--- config.mk ---
export PLATFORM = sky130hd
export DESIGN_NAME = ltf_deobfuscator
export DESIGN_NICKNAME = d
export VERILOG_FILES = /design/src/rtl/ltf_pkg.sv /design/src/rtl/ltf_carrier_scaler.sv /design/src/rtl/ltf_deobfuscator.sv
export SDC_FILE = /design/constraint.sdc
export NUM_CORES = 2
export LEC_CHECK = 0
export BUFFER_PORTS_ARGS = -buffer_cell sky130_fd_sc_hd__buf_2
export CAP_MARGIN = 20
export CORE_ASPECT_RATIO = 1.2
export CORE_MARGIN = 4
export CORE_UTILIZATION = 55
export DETAILED_ROUTE_END_ITERATION = 8
export PLACE_DENSITY = 0.7
export SLEW_MARGIN = 20
export SYNTH_ARGS = -nofsm -noshare
export SYNTH_HDL_FRONTEND = slang
export SYNTH_SLANG_ARGS = --single-unit
--- constraint.sdc ---
create_clock -name clk -period 9.8 [get_ports clk]
set_clock_uncertainty 0.1 [all_clocks]
set_input_delay 1.96 -clock clk [delete_from_list [all_inputs] [get_ports clk]]
set_output_delay 1.96 -clock clk [all_outputs]
set_load 0.03 [all_outputs]
--- src/rtl/ltf_pkg.sv ---
// Shared constants for the obfuscated-LTF receive path: state encoding,
// per-carrier attenuation codes and the LTF sign table indexed by FFT bin.
package ltf_pkg;

  typedef enum logic [1:0] {
    ST_IDLE,
    ST_ARMED,
    ST_SYM1,
    ST_SYM2
  } state_e;

  typedef enum logic [1:0] {
    COEF_X1   = 2'b00,
    COEF_DIV8 = 2'b01,
    COEF_DIV2 = 2'b10,
    COEF_DIV4 = 2'b11
  } coef_e;

  localparam logic [1:0] SGN_NULL = 2'b00;
  localparam logic [1:0] SGN_POS  = 2'b01;
  localparam logic [1:0] SGN_NEG  = 2'b11;

  // Bins 1..26 carry L(+1..+26), bins 38..63 carry L(-26..-1); DC and guard bins are null.
  localparam logic [1:0] LTF_SIGN [0:63] = '{
    SGN_NULL, SGN_POS,  SGN_NEG,  SGN_NEG,  SGN_POS,  SGN_POS,  SGN_NEG,  SGN_POS,
    SGN_NEG,  SGN_POS,  SGN_NEG,  SGN_NEG,  SGN_NEG,  SGN_NEG,  SGN_NEG,  SGN_POS,
    SGN_POS,  SGN_NEG,  SGN_NEG,  SGN_POS,  SGN_NEG,  SGN_POS,  SGN_NEG,  SGN_POS,
    SGN_POS,  SGN_POS,  SGN_POS,  SGN_NULL, SGN_NULL, SGN_NULL, SGN_NULL, SGN_NULL,
    SGN_NULL, SGN_NULL, SGN_NULL, SGN_NULL, SGN_NULL, SGN_NULL, SGN_POS,  SGN_POS,
    SGN_NEG,  SGN_NEG,  SGN_POS,  SGN_POS,  SGN_NEG,  SGN_POS,  SGN_NEG,  SGN_POS,
    SGN_POS,  SGN_POS,  SGN_POS,  SGN_POS,  SGN_POS,  SGN_NEG,  SGN_NEG,  SGN_POS,
    SGN_POS,  SGN_NEG,  SGN_POS,  SGN_NEG,  SGN_POS,  SGN_POS,  SGN_POS,  SGN_POS
  };

endpackage

--- src/rtl/ltf_carrier_scaler.sv ---
// One real-valued component: undo the TX attenuation by a left shift,
// saturate back to DW bits, then apply the known LTF sign of the carrier.
module ltf_carrier_scaler
  import ltf_pkg::*;
#(
  parameter int DW = 16
) (
  input  logic [DW-1:0] avg,
  input  logic [1:0]    coef,
  input  logic [1:0]    ltf_sign,
  output logic [DW-1:0] result
);

  localparam int SW = DW + 4;
  localparam logic signed [SW-1:0] WIDE_MAX = SW'((2 ** (DW - 1)) - 1);
  localparam logic signed [SW-1:0] WIDE_MIN = SW'(-(2 ** (DW - 1)));
  localparam logic [DW-1:0] NARROW_MAX = {1'b0, {(DW - 1){1'b1}}};
  localparam logic [DW-1:0] NARROW_MIN = {1'b1, {(DW - 1){1'b0}}};

  logic signed [SW-1:0] wide;
  logic signed [SW-1:0] scaled;
  logic [DW-1:0]        sat;

  always_comb begin
    wide = {{4{avg[DW-1]}}, avg};
    case (coef)
      COEF_DIV8: scaled = wide <<< 3;
      COEF_DIV2: scaled = wide <<< 1;
      COEF_DIV4: scaled = wide <<< 2;
      default:   scaled = wide;
    endcase

    if (scaled > WIDE_MAX) begin
      sat = NARROW_MAX;
    end else if (scaled < WIDE_MIN) begin
      sat = NARROW_MIN;
    end else begin
      sat = scaled[DW-1:0];
    end

    // Negating the most negative value would wrap, so it clips to the positive limit.
    case (ltf_sign)
      SGN_POS: result = sat;
      SGN_NEG: result = (sat == NARROW_MIN) ? NARROW_MAX : (~sat + 1'b1);
      default: result = '0;
    endcase
  end

endmodule

--- src/rtl/ltf_deobfuscator.sv ---
// Averages the two received LTF symbols per bin, removes the obfuscation
// attenuation and the LTF sign, and streams one channel estimate per bin.
module ltf_deobfuscator
  import ltf_pkg::*;
#(
  parameter int DW   = 16,
  parameter int NFFT = 64
) (
  input  logic                    clk,
  input  logic                    reset,
  input  logic                    start,
  input  logic [2*NFFT-1:0]       coefficients,
  input  logic [2*DW-1:0]         fft_data,
  input  logic                    fft_valid,
  input  logic                    fft_first,
  output logic [2*DW-1:0]         chan_data,
  output logic                    chan_valid,
  output logic [$clog2(NFFT)-1:0] chan_idx,
  output logic                    chan_last,
  output logic                    busy,
  output logic                    resync
);

  localparam int AW = $clog2(NFFT);
  localparam logic [AW-1:0] LAST_BIN = AW'(NFFT - 1);

  state_e          state_reg, state_next;
  logic [AW-1:0]   idx_reg, idx_next;
  logic [2*NFFT-1:0] coef_reg;
  logic            resync_reg, resync_next;

  logic            wr_en;
  logic [AW-1:0]   wr_idx;
  logic            launch;
  logic            flush;

  logic [2*DW-1:0] mem [NFFT];
  logic [2*DW-1:0] rd_data_reg;

  logic            s1_valid_reg;
  logic [AW-1:0]   s1_idx_reg;
  logic [2*DW-1:0] s1_sample_reg;
  logic [DW-1:0]   res_c [2];

  assign busy   = (state_reg != ST_IDLE);
  assign resync = resync_reg;

  always_comb begin
    state_next  = state_reg;
    idx_next    = idx_reg;
    resync_next = 1'b0;
    wr_en       = 1'b0;
    wr_idx      = idx_reg;
    launch      = 1'b0;
    flush       = 1'b0;

    if (start) begin
      state_next = ST_ARMED;
      idx_next   = '0;
      flush      = (state_reg != ST_IDLE);
    end else if (fft_valid) begin
      case (state_reg)
        ST_ARMED: begin
          if (fft_first) begin
            wr_en      = 1'b1;
            wr_idx     = '0;
            state_next = ST_SYM1;
            idx_next   = AW'(1);
          end
        end
        ST_SYM1, ST_SYM2: begin
          // A misplaced symbol marker restarts collection with this sample as bin 0.
          if (fft_first && (idx_reg != '0)) begin
            resync_next = 1'b1;
            wr_en       = 1'b1;
            wr_idx      = '0;
            state_next  = ST_SYM1;
            idx_next    = AW'(1);
          end else if (state_reg == ST_SYM1) begin
            wr_en    = 1'b1;
            idx_next = idx_reg + 1'b1;
            if (idx_reg == LAST_BIN) state_next = ST_SYM2;
          end else begin
            launch   = 1'b1;
            idx_next = idx_reg + 1'b1;
            if (idx_reg == LAST_BIN) state_next = ST_IDLE;
          end
        end
        default: ;
      endcase
    end
  end

  // First-symbol buffer; the read is registered so it lines up with stage 1.
  always_ff @(posedge clk) begin
    if (wr_en) mem[wr_idx] <= fft_data;
    rd_data_reg <= mem[idx_reg];
  end

  genvar gi;
  generate
    for (gi = 0; gi < 2; gi++) begin : g_comp
      logic [DW-1:0] a_c;
      logic [DW-1:0] b_c;
      logic [DW:0]   sum_c;

      assign a_c   = s1_sample_reg[gi*DW +: DW];
      assign b_c   = rd_data_reg[gi*DW +: DW];
      assign sum_c = {a_c[DW-1], a_c} + {b_c[DW-1], b_c};

      ltf_carrier_scaler #(
        .DW(DW)
      ) u_scaler (
        .avg     (sum_c[DW:1]),
        .coef    (coef_reg[{s1_idx_reg, 1'b0} +: 2]),
        .ltf_sign(LTF_SIGN[s1_idx_reg]),
        .result  (res_c[gi])
      );
    end
  endgenerate

  always_ff @(posedge clk) begin
    if (reset) begin
      state_reg     <= ST_IDLE;
      idx_reg       <= '0;
      coef_reg      <= '0;
      resync_reg    <= 1'b0;
      s1_valid_reg  <= 1'b0;
      s1_idx_reg    <= '0;
      s1_sample_reg <= '0;
      chan_data     <= '0;
      chan_valid    <= 1'b0;
      chan_idx      <= '0;
      chan_last     <= 1'b0;
    end else begin
      state_reg    <= state_next;
      idx_reg      <= idx_next;
      resync_reg   <= resync_next;
      if (start) coef_reg <= coefficients;

      s1_valid_reg <= launch;
      if (launch) begin
        s1_idx_reg    <= idx_reg;
        s1_sample_reg <= fft_data;
      end

      chan_valid <= s1_valid_reg && !flush;
      chan_last  <= s1_valid_reg && !flush && (s1_idx_reg == LAST_BIN);
      if (s1_valid_reg && !flush) begin
        chan_data <= {res_c[1], res_c[0]};
        chan_idx  <= s1_idx_reg;
      end
    end
  end

endmodule

==> results.md <==
- Detailed Place HPWL: 129.9 mm
- Count of endpoints failing setup in the final report: 0
- Setup_tns: 0 ps
- Number of cells on the worst reg-to-reg path: 17
- Initial standard-cell utilization of the core: 55.24%
- RSZ-0062 raised after global routing: false
- Number of global-route vias before repair: 46944
- Net count of the mapped netlist: 4926
- Post-CTS setup buffer count: 0
- Synth async-reset ratio: 0%
- Smallest hold slack: 337.7 ps
- Routed Wire Length: approximately 220 mm
- Pre-antenna DRT Iters: 5
- Fin util: slightly above 60%
- Worst slew margin relative to its limit: 24.06%
- Violation count after the first detailed-route iteration: roughly 5200
- P_sw: 3.993 mW
- Data required time of the worst path: 10450 ps
- Fraction of final layout cells sized beyond drive strength 1: 27.59%
- Yosys warning count: 0
- Global-route wire length before repair: ~330 mm
- Maximum level of the CTS H-tree: 4
- CP Launch Type: flip-flop
- Power share of the sequential group: 54.4%
- Leading register cell type out of synthesis: sky130_fd_sc_hd__edfxtp_1
- Count of hold buffers inserted by post-cts repair: 0
- Max-Cap Viols: 0
- Post-cts sizing count: 0
- Sequential fraction of the synthesis area: between 70 and 80%
- Area Growth Syn to Fin: 12.69%
- Global-route usage over all layers: 25.62%
- Maximum fanout along the worst path: 53
- Final Slew Violations: 0
- Post-layout minimum cycle time: 5927 ps
- Cts bufs inserted: 213
- Flip-flop count of the largest register, all copies and words added: 2048
- Clock sink total: roughly 2300
- Worst voltage drop across the vdd grid: 0.1957 mV
- Average via count per standard cell: roughly 6.4
- Share of total power consumed by net switching: 20.28%
- Placeable core region: between 0.15 and 0.2 mm²
- Power Dens Cells: 190.3 mW/mm²
- Synthesis-stage register bit count: 2296
- Routed WL per cell: 30.10 µm
- Cells after Synth: about 4700
- Worst hold endpoint: chan_data[27]
- Master cell of the clock root buffer: sky130_fd_sc_hd__clkbuf_16
- Critical hold path startpoint: chan_data[27]
- Fin nets: 5207
- Routed vias: ~47000
- Standard-cell row count: 164
- Synthesized area divided by synthesized cell count: 19.45 µm²
- Die height: 455.6 µm
- Worst flop-to-flop path endpoint: chan_data[12]
- Cell area after synthesis: 0.09181 mm²
- Reg2Reg Launch Point: s1_idx_reg[0]
- Status: finished, final reports clean
- Category of the worst setup path capture point: flip-flop
- Gpl congestion: 0.8855
- Fraction of power consumed by combinational cells: approximately 2.8%
- Clock tree from TritonCTS: built
- Leakage power: 32.60 nW
- Number of enable-type register cells in the synthesized netlist: 2048
- Final hold violation count: 0
- Number of buffers on the longest clock path: 3
- Count of input and output buffers: slightly above 200
- Remaining global-route overflow: 0
- Initial antenna violation count: 14
- Highest achievable clock rate: 168.7 MHz
- Number of antenna-violating nets in the routed design: 0
- DR DRC count: 0
- Arrival time reported for the critical path endpoint: 6580 ps
- Final period utilization: 60.48%
- Netlist cell types: 97
- Actual transition at the worst max-transition pin: 1136 ps
- Relative contribution of the clock network to total power: a little over two fifths
- Critical Setup Path Class: reg2reg
- Insertion delay to the later sink of the worst-skew pair: approximately 850 ps
- Pin count of the biggest net entering global routing: roughly 130
- Boundary pin count: around 210
- Clock-pin slew reported for the worst setup and hold paths after clock tree synthesis: 60 ps
- Die outline width: between 300 and 400 µm
- Worst hold path stage count: 2
- Register-to-Register Setup Slack: 3870 ps
- Design internal power: 15.70 mW
- Floorplan die area: 0.1736 mm²
- Classification of the worst-slack hold path: reg2reg
-- worst max-delay path, stage by stage (launching register included) --
cell	delay, ps
sky130_fd_sc_hd__dfxtp_2	710
sky130_fd_sc_hd__buf_4	440
sky130_fd_sc_hd__mux4_1	600
sky130_fd_sc_hd__a22oi_1	250
sky130_fd_sc_hd__o31ai_1	130
sky130_fd_sc_hd__or3_1	580
sky130_fd_sc_hd__nand2_2	780
sky130_fd_sc_hd__nand2_1	310
sky130_fd_sc_hd__a31oi_1	240
sky130_fd_sc_hd__buf_4	240
sky130_fd_sc_hd__a31oi_1	130
sky130_fd_sc_hd__ha_1	270
sky130_fd_sc_hd__o21ai_0	90
sky130_fd_sc_hd__a221o_1	180
sky130_fd_sc_hd__nor4b_4	80
sky130_fd_sc_hd__and2_1	150
sky130_fd_sc_hd__or3_1	300
sky130_fd_sc_hd__a32o_1	250
-- layout by cell type, fill, tap and decap left out, drive strengths merged, types with 12 or more instances in the layout --
cell type and count:
edfxtp 2048, mux4 665, buf 340, nor2 317
clkbuf 271, dfxtp 248, nand2 218, mux2i 212
a21oi 139, o21ai 79, clkinv 77, nand3 44
nor3 38, ha 38, inv 38, a31oi 28
bufinv 26, a211oi 21, a21o 18, o22ai 18
and2 18, nor2b 17, xnor2 17, o211ai 15
and3 14, xor2 14, o31ai 13, o221ai 12
or3 12, nand4 12
-- cell type report --
class                      count  area, µm²
sequential                  2296      66490
fill                       11445      62750
multi-input combinational   2124      24620
clock buffer                 271       5719
tap                         2158       2700
timing repair buffer         340       2395
clock inverter               125       1428
inverter                      27      101.3
antenna                        4      10.01
-- through the flow --
step	std cells	setup slack [ps]	area (µm²)	power, mW
floorplan	4721	4334	91810	11.20
global placement	6925	3873	95850	11.46
detailed placement	6939	3845	96160	11.48
CTS	7335	3873	103300	19.81
global route	7342	3456	103500	20.28
finish	7345	3873	103500	19.69
-- power groups by stage --
| stage | sequential [mW] | combinational, mW | clock (mW) |
|---|---|---|---|
| after floorplan | 10.9 | 0.296 | 0 |
| after global placement | 10.9 | 0.542 | 0 |
| after detailed placement | 10.9 | 0.556 | 0 |
| after CTS | 10.7 | 0.558 | 8.54 |
| after global routing | 10.7 | 0.607 | 8.97 |
| final | 10.7 | 0.559 | 8.42 |
-- cells in the mapped netlist (7+ instances only) --
cell	count	area share, %
sky130_fd_sc_hd__nand4_1	11	0.075
sky130_fd_sc_hd__a22oi_1	7	0.057
sky130_fd_sc_hd__nor2_1	316	1.3
sky130_fd_sc_hd__dfxtp_1	248	5.4
sky130_fd_sc_hd__o211ai_1	12	0.098
sky130_fd_sc_hd__nand2b_1	11	0.075
sky130_fd_sc_hd__a31oi_1	28	0.19
sky130_fd_sc_hd__a21o_1	18	0.15
sky130_fd_sc_hd__nand2_1	217	0.89
sky130_fd_sc_hd__mux4_2	658	16
sky130_fd_sc_hd__and2_1	16	0.11
sky130_fd_sc_hd__a221oi_1	8	0.076
sky130_fd_sc_hd__xor2_1	14	0.13
sky130_fd_sc_hd__or3_1	12	0.082
sky130_fd_sc_hd__edfxtp_1	2048	67
sky130_fd_sc_hd__xnor2_1	17	0.16
sky130_fd_sc_hd__nor2b_1	17	0.12
sky130_fd_sc_hd__o21a_1	10	0.082
sky130_fd_sc_hd__a211o_1	7	0.067
sky130_fd_sc_hd__o221ai_1	12	0.11
sky130_fd_sc_hd__a211oi_1	17	0.14
sky130_fd_sc_hd__inv_1	27	0.11
sky130_fd_sc_hd__o21ai_0	77	0.42
sky130_fd_sc_hd__o22ai_1	17	0.12
sky130_fd_sc_hd__clkbuf_1	155	0.63
sky130_fd_sc_hd__mux4_1	7	0.20
sky130_fd_sc_hd__buf_1	89	0.36
sky130_fd_sc_hd__and3_1	14	0.095
sky130_fd_sc_hd__buf_2	19	0.10
sky130_fd_sc_hd__o31ai_1	13	0.11
sky130_fd_sc_hd__ha_1	38	0.52
sky130_fd_sc_hd__nor3_1	38	0.21
sky130_fd_sc_hd__mux2i_1	212	2.3
sky130_fd_sc_hd__a21oi_1	138	0.75
sky130_fd_sc_hd__nand3_1	44	0.24
-- metal layers --
metal  share of wire (%)  up-vias  GRT usage, %
li1                    -    19947             -
met4                 2.5        2         6.571
met1                  40    24836         36.57
met2                  50     2161         41.80
met3                 8.0      319         4.439
met5              0.0059        -             0
-- cell families (layout without fill, tap and decap cells) --
| logic type | count (synthesis) | after routing | share of synthesized area, % |
|---|---|---|---|
| AO/OA/AOI/OAI | 439 | 439 | 3.194 |
| XOR/XNOR | 31 | 31 | 0.2957 |
| adder cells (fa/ha/maj) | 40 | 40 | 0.5615 |
| buffers and inverters | 301 | 763 | 1.340 |
| flip-flops | 2296 | 2296 | 72.39 |
| multiplexers | 878 | 878 | 18.66 |
| other | 0 | 4 | 0 |
| AND/OR/NAND/NOR | 736 | 736 | 3.554 |
-- worst max-delay path by stage --
stage / cells past startpoint / slack, ps / start / end
finish: 17 / 3870 / s1_idx_reg[0] / chan_data[12]
global route: 17 / 3460 / s1_idx_reg[0] / chan_data[12]
CTS: 17 / 3870 / s1_idx_reg[0] / chan_data[12]
detailed placement: 17 / 3840 / s1_idx_reg[0] / chan_data[12]
global placement: 17 / 3870 / s1_idx_reg[0] / chan_data[12]
floorplan: 14 / 4330 / idx_reg[0] / mem[48][0]
(Power assumes the default switching activity.)
